File: config.mk
export PLATFORM = sky130hd
export DESIGN_NAME = mac_array_ctrl_flat
export DESIGN_NICKNAME = d
export VERILOG_FILES = /design/src/rtl/mac_array_ctrl_if.sv /design/src/rtl/mac_array_ctrl.sv /design/src/flat_wrapper.sv
export SDC_FILE = /design/constraint.sdc
export NUM_CORES = 1
export LEC_CHECK = 0
export CORE_AREA = 2 2 155 157
export CTS_CLUSTER_SIZE = 8
export DETAILED_ROUTE_END_ITERATION = 10
export DIE_AREA = 0 0 157 159
export HOLD_SLACK_MARGIN = 0.15
export PLACE_DENSITY = 0.81
export RECOVER_POWER = 25
export SLEW_MARGIN = 20
export SYNTH_ARGS = -nofsm -noshare
export SYNTH_HDL_FRONTEND = slang
export SYNTH_SLANG_ARGS = --single-unit
File: constraint.sdc
create_clock -name clk -period 3 [get_ports clk]
set_input_delay 0.6 -clock clk [delete_from_list [all_inputs] [get_ports clk]]
set_output_delay 0.6 -clock clk [all_outputs]
set_load 0.01 [all_outputs]
File: src/rtl/mac_array_ctrl_if.sv
// Job, operand, mac_array and result signals of mac_array_ctrl.
// slave: the controller; master: scheduler/mac_array/writeback side.
interface mac_array_ctrl_if #(
  parameter int NUM_MAC   = 4,
  parameter int IN_WIDTH  = 8,
  parameter int ACC_WIDTH = 16,
  parameter int LEN_WIDTH = 8
);
  logic                         start;
  logic [LEN_WIDTH-1:0]         len;
  logic [NUM_MAC*ACC_WIDTH-1:0] bias;
  logic                         in_valid;
  logic                         in_ready;
  logic [NUM_MAC*IN_WIDTH-1:0]  in_a;
  logic [NUM_MAC*IN_WIDTH-1:0]  in_b;
  logic                         mac_en;
  logic [NUM_MAC*IN_WIDTH-1:0]  mac_a;
  logic [NUM_MAC*IN_WIDTH-1:0]  mac_b;
  logic [NUM_MAC*ACC_WIDTH-1:0] mac_acc_in;
  logic [NUM_MAC*ACC_WIDTH-1:0] mac_acc_out;
  logic                         out_valid;
  logic                         out_ready;
  logic [NUM_MAC*ACC_WIDTH-1:0] out_acc;
  logic                         busy;

  modport slave (
    input  start, len, bias, in_valid, in_a, in_b, mac_acc_out, out_ready,
    output in_ready, mac_en, mac_a, mac_b, mac_acc_in, out_valid, out_acc, busy
  );

  modport master (
    output start, len, bias, in_valid, in_a, in_b, mac_acc_out, out_ready,
    input  in_ready, mac_en, mac_a, mac_b, mac_acc_in, out_valid, out_acc, busy
  );
endinterface

File: src/rtl/mac_array_ctrl.sv
// Dot-product job sequencer for mac_array; optional ReLU on output via MAC_ARRAY_CTRL_RELU_EN.
// Latency: 1 + len*(PIPE_LAT+2) cycles from start to out_valid; one beat per PIPE_LAT+2 cycles.
// Backpressure: in_ready only in ISSUE (stalls on in_valid low); result held while out_ready low.
module mac_array_ctrl #(
  parameter int NUM_MAC   = 4,
  parameter int IN_WIDTH  = 8,
  parameter int ACC_WIDTH = 16,
  parameter int LEN_WIDTH = 8,
  parameter int PIPE_LAT  = 2
) (
  input logic             clk,
  input logic             rst,
  mac_array_ctrl_if.slave bus
);
  localparam int LAT_W = $clog2(PIPE_LAT + 2);
  localparam logic [LAT_W-1:0] LAT_LAST = LAT_W'(PIPE_LAT);

  typedef enum logic [1:0] {IDLE, ISSUE, EXEC, DONE} state_t;

  state_t                       state_q, state_d;
  logic [LEN_WIDTH-1:0]         cnt_q;
  logic [LAT_W-1:0]             lat_q;
  logic [NUM_MAC*ACC_WIDTH-1:0] acc_q;
  logic [NUM_MAC*IN_WIDTH-1:0]  mac_a_q, mac_b_q;
  logic [NUM_MAC*ACC_WIDTH-1:0] mac_acc_in_q;
  logic [NUM_MAC*ACC_WIDTH-1:0] out_acc_d;

  always_comb begin
    state_d      = state_q;
    bus.in_ready  = 1'b0;
    bus.mac_en    = 1'b0;
    bus.out_valid = 1'b0;
    bus.busy      = (state_q != IDLE);
    case (state_q)
      IDLE: begin
        if (bus.start) state_d = (bus.len != '0) ? ISSUE : DONE;
      end
      ISSUE: begin
        bus.in_ready = 1'b1;
        if (bus.in_valid) state_d = EXEC;
      end
      EXEC: begin
        bus.mac_en = 1'b1;
        if (lat_q == LAT_LAST) state_d = (cnt_q != '0) ? ISSUE : DONE;
      end
      DONE: begin
        bus.out_valid = 1'b1;
        if (bus.out_ready) state_d = IDLE;
      end
      default: state_d = IDLE;
    endcase
  end

  always_ff @(posedge clk) begin
    if (rst) begin
      state_q      <= IDLE;
      cnt_q        <= '0;
      lat_q        <= '0;
      acc_q        <= '0;
      mac_a_q      <= '0;
      mac_b_q      <= '0;
      mac_acc_in_q <= '0;
    end else begin
      state_q <= state_d;
      case (state_q)
        IDLE: begin
          if (bus.start) begin
            cnt_q <= bus.len;
            acc_q <= bus.bias;
          end
        end
        ISSUE: begin
          if (bus.in_valid) begin
            mac_a_q      <= bus.in_a;
            mac_b_q      <= bus.in_b;
            mac_acc_in_q <= acc_q;
            cnt_q        <= cnt_q - LEN_WIDTH'(1);
            lat_q        <= '0;
          end
        end
        EXEC: begin
          lat_q <= lat_q + LAT_W'(1);
          // mac_array result has settled by the final EXEC cycle
          if (lat_q == LAT_LAST) acc_q <= bus.mac_acc_out;
        end
        default: ;
      endcase
    end
  end

  always_comb begin
    out_acc_d = acc_q;
`ifdef MAC_ARRAY_CTRL_RELU_EN
    for (int l = 0; l < NUM_MAC; l++) begin
      if (acc_q[l*ACC_WIDTH + ACC_WIDTH-1]) out_acc_d[l*ACC_WIDTH +: ACC_WIDTH] = '0;
    end
`else
`endif
  end

  assign bus.mac_a      = mac_a_q;
  assign bus.mac_b      = mac_b_q;
  assign bus.mac_acc_in = mac_acc_in_q;
  assign bus.out_acc    = out_acc_d;
endmodule

File: src/flat_wrapper.sv
// flat-port wrapper written by rule: the top's interface ports become plain ports
module mac_array_ctrl_flat 
#(
  parameter int NUM_MAC   = 4,
  parameter int IN_WIDTH  = 8,
  parameter int ACC_WIDTH = 16,
  parameter int LEN_WIDTH = 8,
  parameter int PIPE_LAT  = 2
)
  (clk, rst, bus_start, bus_len, bus_bias, bus_in_valid, bus_in_a, bus_in_b, bus_mac_acc_out, bus_out_ready, bus_in_ready, bus_mac_en, bus_mac_a, bus_mac_b, bus_mac_acc_in, bus_out_valid, bus_out_acc, bus_busy);
  mac_array_ctrl_if #(.NUM_MAC(NUM_MAC), .IN_WIDTH(IN_WIDTH), .ACC_WIDTH(ACC_WIDTH), .LEN_WIDTH(LEN_WIDTH)) bus_i ();
  input logic clk;
  input logic rst;
  input wire logic [$bits(bus_i.start)-1:0] bus_start;
  input wire logic [$bits(bus_i.len)-1:0] bus_len;
  input wire logic [$bits(bus_i.bias)-1:0] bus_bias;
  input wire logic [$bits(bus_i.in_valid)-1:0] bus_in_valid;
  input wire logic [$bits(bus_i.in_a)-1:0] bus_in_a;
  input wire logic [$bits(bus_i.in_b)-1:0] bus_in_b;
  input wire logic [$bits(bus_i.mac_acc_out)-1:0] bus_mac_acc_out;
  input wire logic [$bits(bus_i.out_ready)-1:0] bus_out_ready;
  output wire logic [$bits(bus_i.in_ready)-1:0] bus_in_ready;
  output wire logic [$bits(bus_i.mac_en)-1:0] bus_mac_en;
  output wire logic [$bits(bus_i.mac_a)-1:0] bus_mac_a;
  output wire logic [$bits(bus_i.mac_b)-1:0] bus_mac_b;
  output wire logic [$bits(bus_i.mac_acc_in)-1:0] bus_mac_acc_in;
  output wire logic [$bits(bus_i.out_valid)-1:0] bus_out_valid;
  output wire logic [$bits(bus_i.out_acc)-1:0] bus_out_acc;
  output wire logic [$bits(bus_i.busy)-1:0] bus_busy;
  assign bus_i.start = bus_start;
  assign bus_i.len = bus_len;
  assign bus_i.bias = bus_bias;
  assign bus_i.in_valid = bus_in_valid;
  assign bus_i.in_a = bus_in_a;
  assign bus_i.in_b = bus_in_b;
  assign bus_i.mac_acc_out = bus_mac_acc_out;
  assign bus_i.out_ready = bus_out_ready;
  assign bus_in_ready = bus_i.in_ready;
  assign bus_mac_en = bus_i.mac_en;
  assign bus_mac_a = bus_i.mac_a;
  assign bus_mac_b = bus_i.mac_b;
  assign bus_mac_acc_in = bus_i.mac_acc_in;
  assign bus_out_valid = bus_i.out_valid;
  assign bus_out_acc = bus_i.out_acc;
  assign bus_busy = bus_i.busy;
  mac_array_ctrl #(.NUM_MAC(NUM_MAC), .IN_WIDTH(IN_WIDTH), .ACC_WIDTH(ACC_WIDTH), .LEN_WIDTH(LEN_WIDTH), .PIPE_LAT(PIPE_LAT)) u_core (.clk(clk), .rst(rst), .bus(bus_i));
endmodule
* Word level (Yosys, flattened, before mapping)
Index checks and enable logic that the tools add are counted. Widths: inputs -> output; s select.
Storage, ports and cells: register bits after elaboration 204, memories 0, latch bits 0, word-level logic and storage cells 47, bits in read-only memories 0, output and inout bits 196, bits of input ports 205, memory bits (writable) 0
Operators by class: magnitude comparators 0, bitwise operators 0, shifts and indexed selects 0, reduce and logical (&&, ||, !) cells 12, $mul 0, divide/modulo/power cells 0, mux-type cells 18, eq/ne operators 8, add/subtract/negate cells 2
Operator list (number):
- $mux 64 | 2
- $pmux 64 s2 | 1
- $mux 8 | 2
- $pmux 8 s2 | 1
- $reduce_bool 8->1 | 2
- $mux 2 | 7
- $pmux 2 s4 | 1
- $reduce_bool 2->1 | 4
- $sub 8x1->8 const B | 1
- $eq 2x2->1 const B | 3
- $ne 2x2->1 const B | 3
- $reduce_and 3->1 | 2
- $pmux 2 s2 | 1
- $reduce_and 2->1 | 2
- $reduce_and 4->1 | 1
- $mux 1 | 3
- $add 2x1->2 const B | 1
- $eq 2x1->1 const B | 1
- $logic_not 2->1 | 1
- $ne 2x1->1 const B | 1

* Logic depth before layout (Yosys ltp)
depth in word-level cells 4, depth in mapped cells 8

* Least setup slack after synthesis
No wires, ideal clock.
path type register to output, start register u_core.state_q[1], end output bus_mac_en, stages on the path, launching flop included 6, path slack 1445 ps, arrival time 955 ps, required time 2400 ps, cells stage by stage dfxtp_1 buf_4 nand2b_1 clkbuf_2 inv_2 clkbuf_1
Between the ends: cells in the longest elaborated chain, start to end 2
Ends and longest elaborated chain:
- start, declared | line mac_array_ctrl.sv:20 | state_t state_q, state_d;
- start signal, assigned | line mac_array_ctrl.sv:64 | state_q <= state_d;
- $eq 2x2->1 | line mac_array_ctrl.sv:34 | case (state_q)
- $mux 1 | line mac_array_ctrl.sv:34
- end, declared | line flat_wrapper.sv:23 | output wire logic [$bits(bus_i.mac_en)-1:0] bus_mac_en;
Every way passes these cells.

* Worst setup path in the final report
start register u_core.state_q[0], end output bus_in_ready
Between the ends: cells in the longest elaborated chain, start to end 2
Ends and longest elaborated chain:
- $eq 2x1->1 | line mac_array_ctrl.sv:34
- $mux 1 | line mac_array_ctrl.sv:34
- end, declared | line flat_wrapper.sv:22 | output wire logic [$bits(bus_i.in_ready)-1:0] bus_in_ready;
Every way passes these cells.

==> impl_metrics.toml <==
[route]
antenna_left = 0
wirelength_um = 27320
first_pass_iters = 5
wl_per_cell_um = 16.09
drc = 0
via_per_inst = 4.897
drt_iter0_markers = 531
vias = 8315

[final_layout]
final_cell_mix = "390 x nand2_1, 315 x clkdlybuf4s50_1, 204 x dfxtp_1"
seqCellArea_mm2 = 0.004084
drive_above_1_share = 0.04569
layout_commonest_cell = "nand2_1"
multi_input_area_mm2 = 0.003385
antenna_cells = 0
layout.cells.non_filler = 1698
nets = 1588
area_delta_synth_final_pct = 62.72
nFillCells = 2053

[synth]
ys_ff_latch = 204
ys_types = 38
async_flop_share = 0
syn-num-nets = 1220
syn_avg_cell_area_um2 = 7.836
yosysWarnings = 0
ys.flop_type = "dfxtp_1"
synth_cells = 1012
synth-edff-count = 0
synth_area_mm2 = 0.007930
synth_seq_area_share = 0.5150

[floorplan]
die-area_mm2 = 0.02496
initial_utilization = 0.3419
die_w_um = 157
core_mm2 = 0.02319
rows = 56
pin_count = 401
die_height_um = 159

[worst_setup_path]
worstReg2RegStart = "u_core.state_q[0]$_SDFFE_PP0P_"
crit_type = "register to output pin"
crit_arrival_ns = 2.23
startpoint_type = "register"
rr_worst_depth = 6
required_ns = 2.40
rrSetupSlack_ns = 0.56
crit_path_end_kind = "output pin"
r2r_end = "u_core.bus.mac_b[2]$_SDFFE_PP0P_"
cp_max_fo = 15
cp-endpoint = "bus_in_ready"
startpoint = "u_core.state_q[0]$_SDFFE_PP0P_"

[clock_network]
cts_inserted_buffers = 29
cts.path.max_buffers = 3
root_buffer = "clkbuf_16"
ctsResizeCount = 0
numClockSinks = 204
hold_buffers = 0
cts_tree = "yes"
cts_setup_buffers = 0
cts.htree.levels = 1
clk_latency_ns = 0.52
path_clk_slew_ns = 0.05

[placement]
gp_congestion = 0.8604
preCtsSetupSlack_ns = 0.5668
hpwl_um = 19030
placed_cells = 1668
io_buffers = 400

[worst_hold_path]
hp-class = "register to register"

[power_and_ir_drop]
ir_drop_uv = 380.3
total_power_mw = 7.177
p_leak_nw = 4.877
powerDensity_mw_per_mm2 = 556.2

[sta]
relSlewSlack = 0.4556
period_share = 0.9419
hold_slack_ns = 0.4468
worst_slack_ns = 0.1744
worstMarginPinSlew_ns = 0.8167
skew_ns = 0.01230
setup_viol_count_final = 0
maxSlewViolCount = 0
max_freq_mhz = 353.9
setup_tns_ns = 0
finalHoldViolCount = 0
rsz0062_at_grt = "false"
period_needed_ns = 2.826

[status]
status = "complete, no violations"

[grt]
grt_max_degree = 81
grt_pass1_wl_um = 41660
antenna_found_initial = 0
grt_pass1_vias = 8219
overflow = 0
grt_util_all_layers = 0.2055

[flow_run]
cap_violations = 0
==> layer usage <==
layer | global-route usage | part of all wire | wire, um
met5 | 0 | 0 | 0
met2 | 0.3686 | 0.49 | 13390
met3 | 0.05498 | 0.088 | 2403
met4 | 0.07756 | 0.032 | 879
met1 | 0.2303 | 0.39 | 10640
==> power breakdown <==
group	internal (mW)	switching, mW
registers	2.89	0.130
logic	0.686	0.599
clock network	1.76	1.12
==> worst min-delay path by stage <==
| stage | to | cells past startpoint | from | slack (ns) |
|---|---|---|---|---|
| after floorplan | u_core.lat_q[0]$_SDFFE_PP0P_ | 2 | u_core.lat_q[0]$_SDFFE_PP0P_ | 0.44 |
| after global placement | u_core.bus.mac_a[16]$_SDFFE_PP0P_ | 2 | u_core.bus.mac_a[16]$_SDFFE_PP0P_ | 0.44 |
| after detailed placement | u_core.bus.mac_acc_in[46]$_SDFFE_PP0P_ | 2 | u_core.bus.mac_acc_in[46]$_SDFFE_PP0P_ | 0.45 |
| after CTS | u_core.bus.mac_acc_in[46]$_SDFFE_PP0P_ | 2 | u_core.bus.mac_acc_in[46]$_SDFFE_PP0P_ | 0.45 |
| after global routing | u_core.bus.mac_a[0]$_SDFFE_PP0P_ | 2 | u_core.bus.mac_a[0]$_SDFFE_PP0P_ | 0.47 |
| final | u_core.bus.mac_b[7]$_SDFFE_PP0P_ | 2 | u_core.bus.mac_b[7]$_SDFFE_PP0P_ | 0.45 |
==> critical path: stages, from the launching register on <==
cell	delay, ns
dfxtp_1	0.64
nand2b_4	0.21
inv_2	0.24
clkdlybuf4s50_1	0.61
==> stage by stage <==
step | cell area [um^2] | utilization
after floorplan | 7930 | -
after global placement | 12150 | 0.5238
after detailed placement | 12150 | 0.5238
after CTS | 12900 | 0.5564
after global routing | 12900 | 0.5564
final | 12900 | 0.5564
==> cell families after synthesis <==
family / share of synthesized area
simple gates: 0.2398
compound gates: 0.1773
flops: 0.5150
buf+inv: 0.06059
fa+ha+maj: 0.004734
mux: 0.002525
==> state kept, by name, indices dropped and copies added (netlist names) <==
| signal | flops |
|---|---|
| u_core.bus.mac_acc_in | 64 |
| u_core.bus.mac_a | 32 |
| u_core.cnt_q | 8 |
| u_core.bus.out_acc | 64 |
| u_core.bus.mac_b | 32 |
| u_core.lat_q | 2 |
| u_core.state_q | 2 |
==> synthesized netlist by cell type (2+ instances only) <==
| library cell | n | area (um^2) |
|---|---|---|
| nor2_1 | 72 | 270.3 |
| buf_2 | 29 | 145.1 |
| clkbuf_1 | 38 | 142.6 |
| a211oi_1 | 4 | 30.03 |
| ha_1 | 3 | 37.54 |
| and2_1 | 2 | 12.51 |
| nor3_1 | 2 | 10.01 |
| buf_6 | 10 | 112.6 |
| o21ai_0 | 5 | 25.02 |
| or4_4 | 2 | 22.52 |
| nand3_1 | 2 | 10.01 |
| nand2b_1 | 3 | 18.77 |
| a311oi_1 | 64 | 560.5 |
| inv_1 | 6 | 22.52 |
| a21o_1 | 3 | 22.52 |
| a21oi_1 | 142 | 710.7 |
| nand2_1 | 391 | 1468 |
| mux2i_1 | 2 | 20.02 |
| or4_1 | 2 | 15.01 |
| inv_2 | 2 | 7.510 |
| buf_4 | 6 | 45.04 |
| dfxtp_1 | 204 | 4084 |
| or2_2 | 2 | 12.51 |
| nand4_1 | 2 | 12.51 |
==> final cells by class <==
| type | instances | area share |
|---|---|---|
| repair buffers | 421 | 0.3294 |
| flip-flops and latches | 204 | 0.3165 |
| multi-input cells | 716 | 0.2623 |
| clock buffers | 29 | 0.05624 |
| well taps | 319 | 0.03093 |
| clock inverters | 1 | 0.002327 |
| inverters | 8 | 0.002327 |
Power figures use the tool's default switching activity.
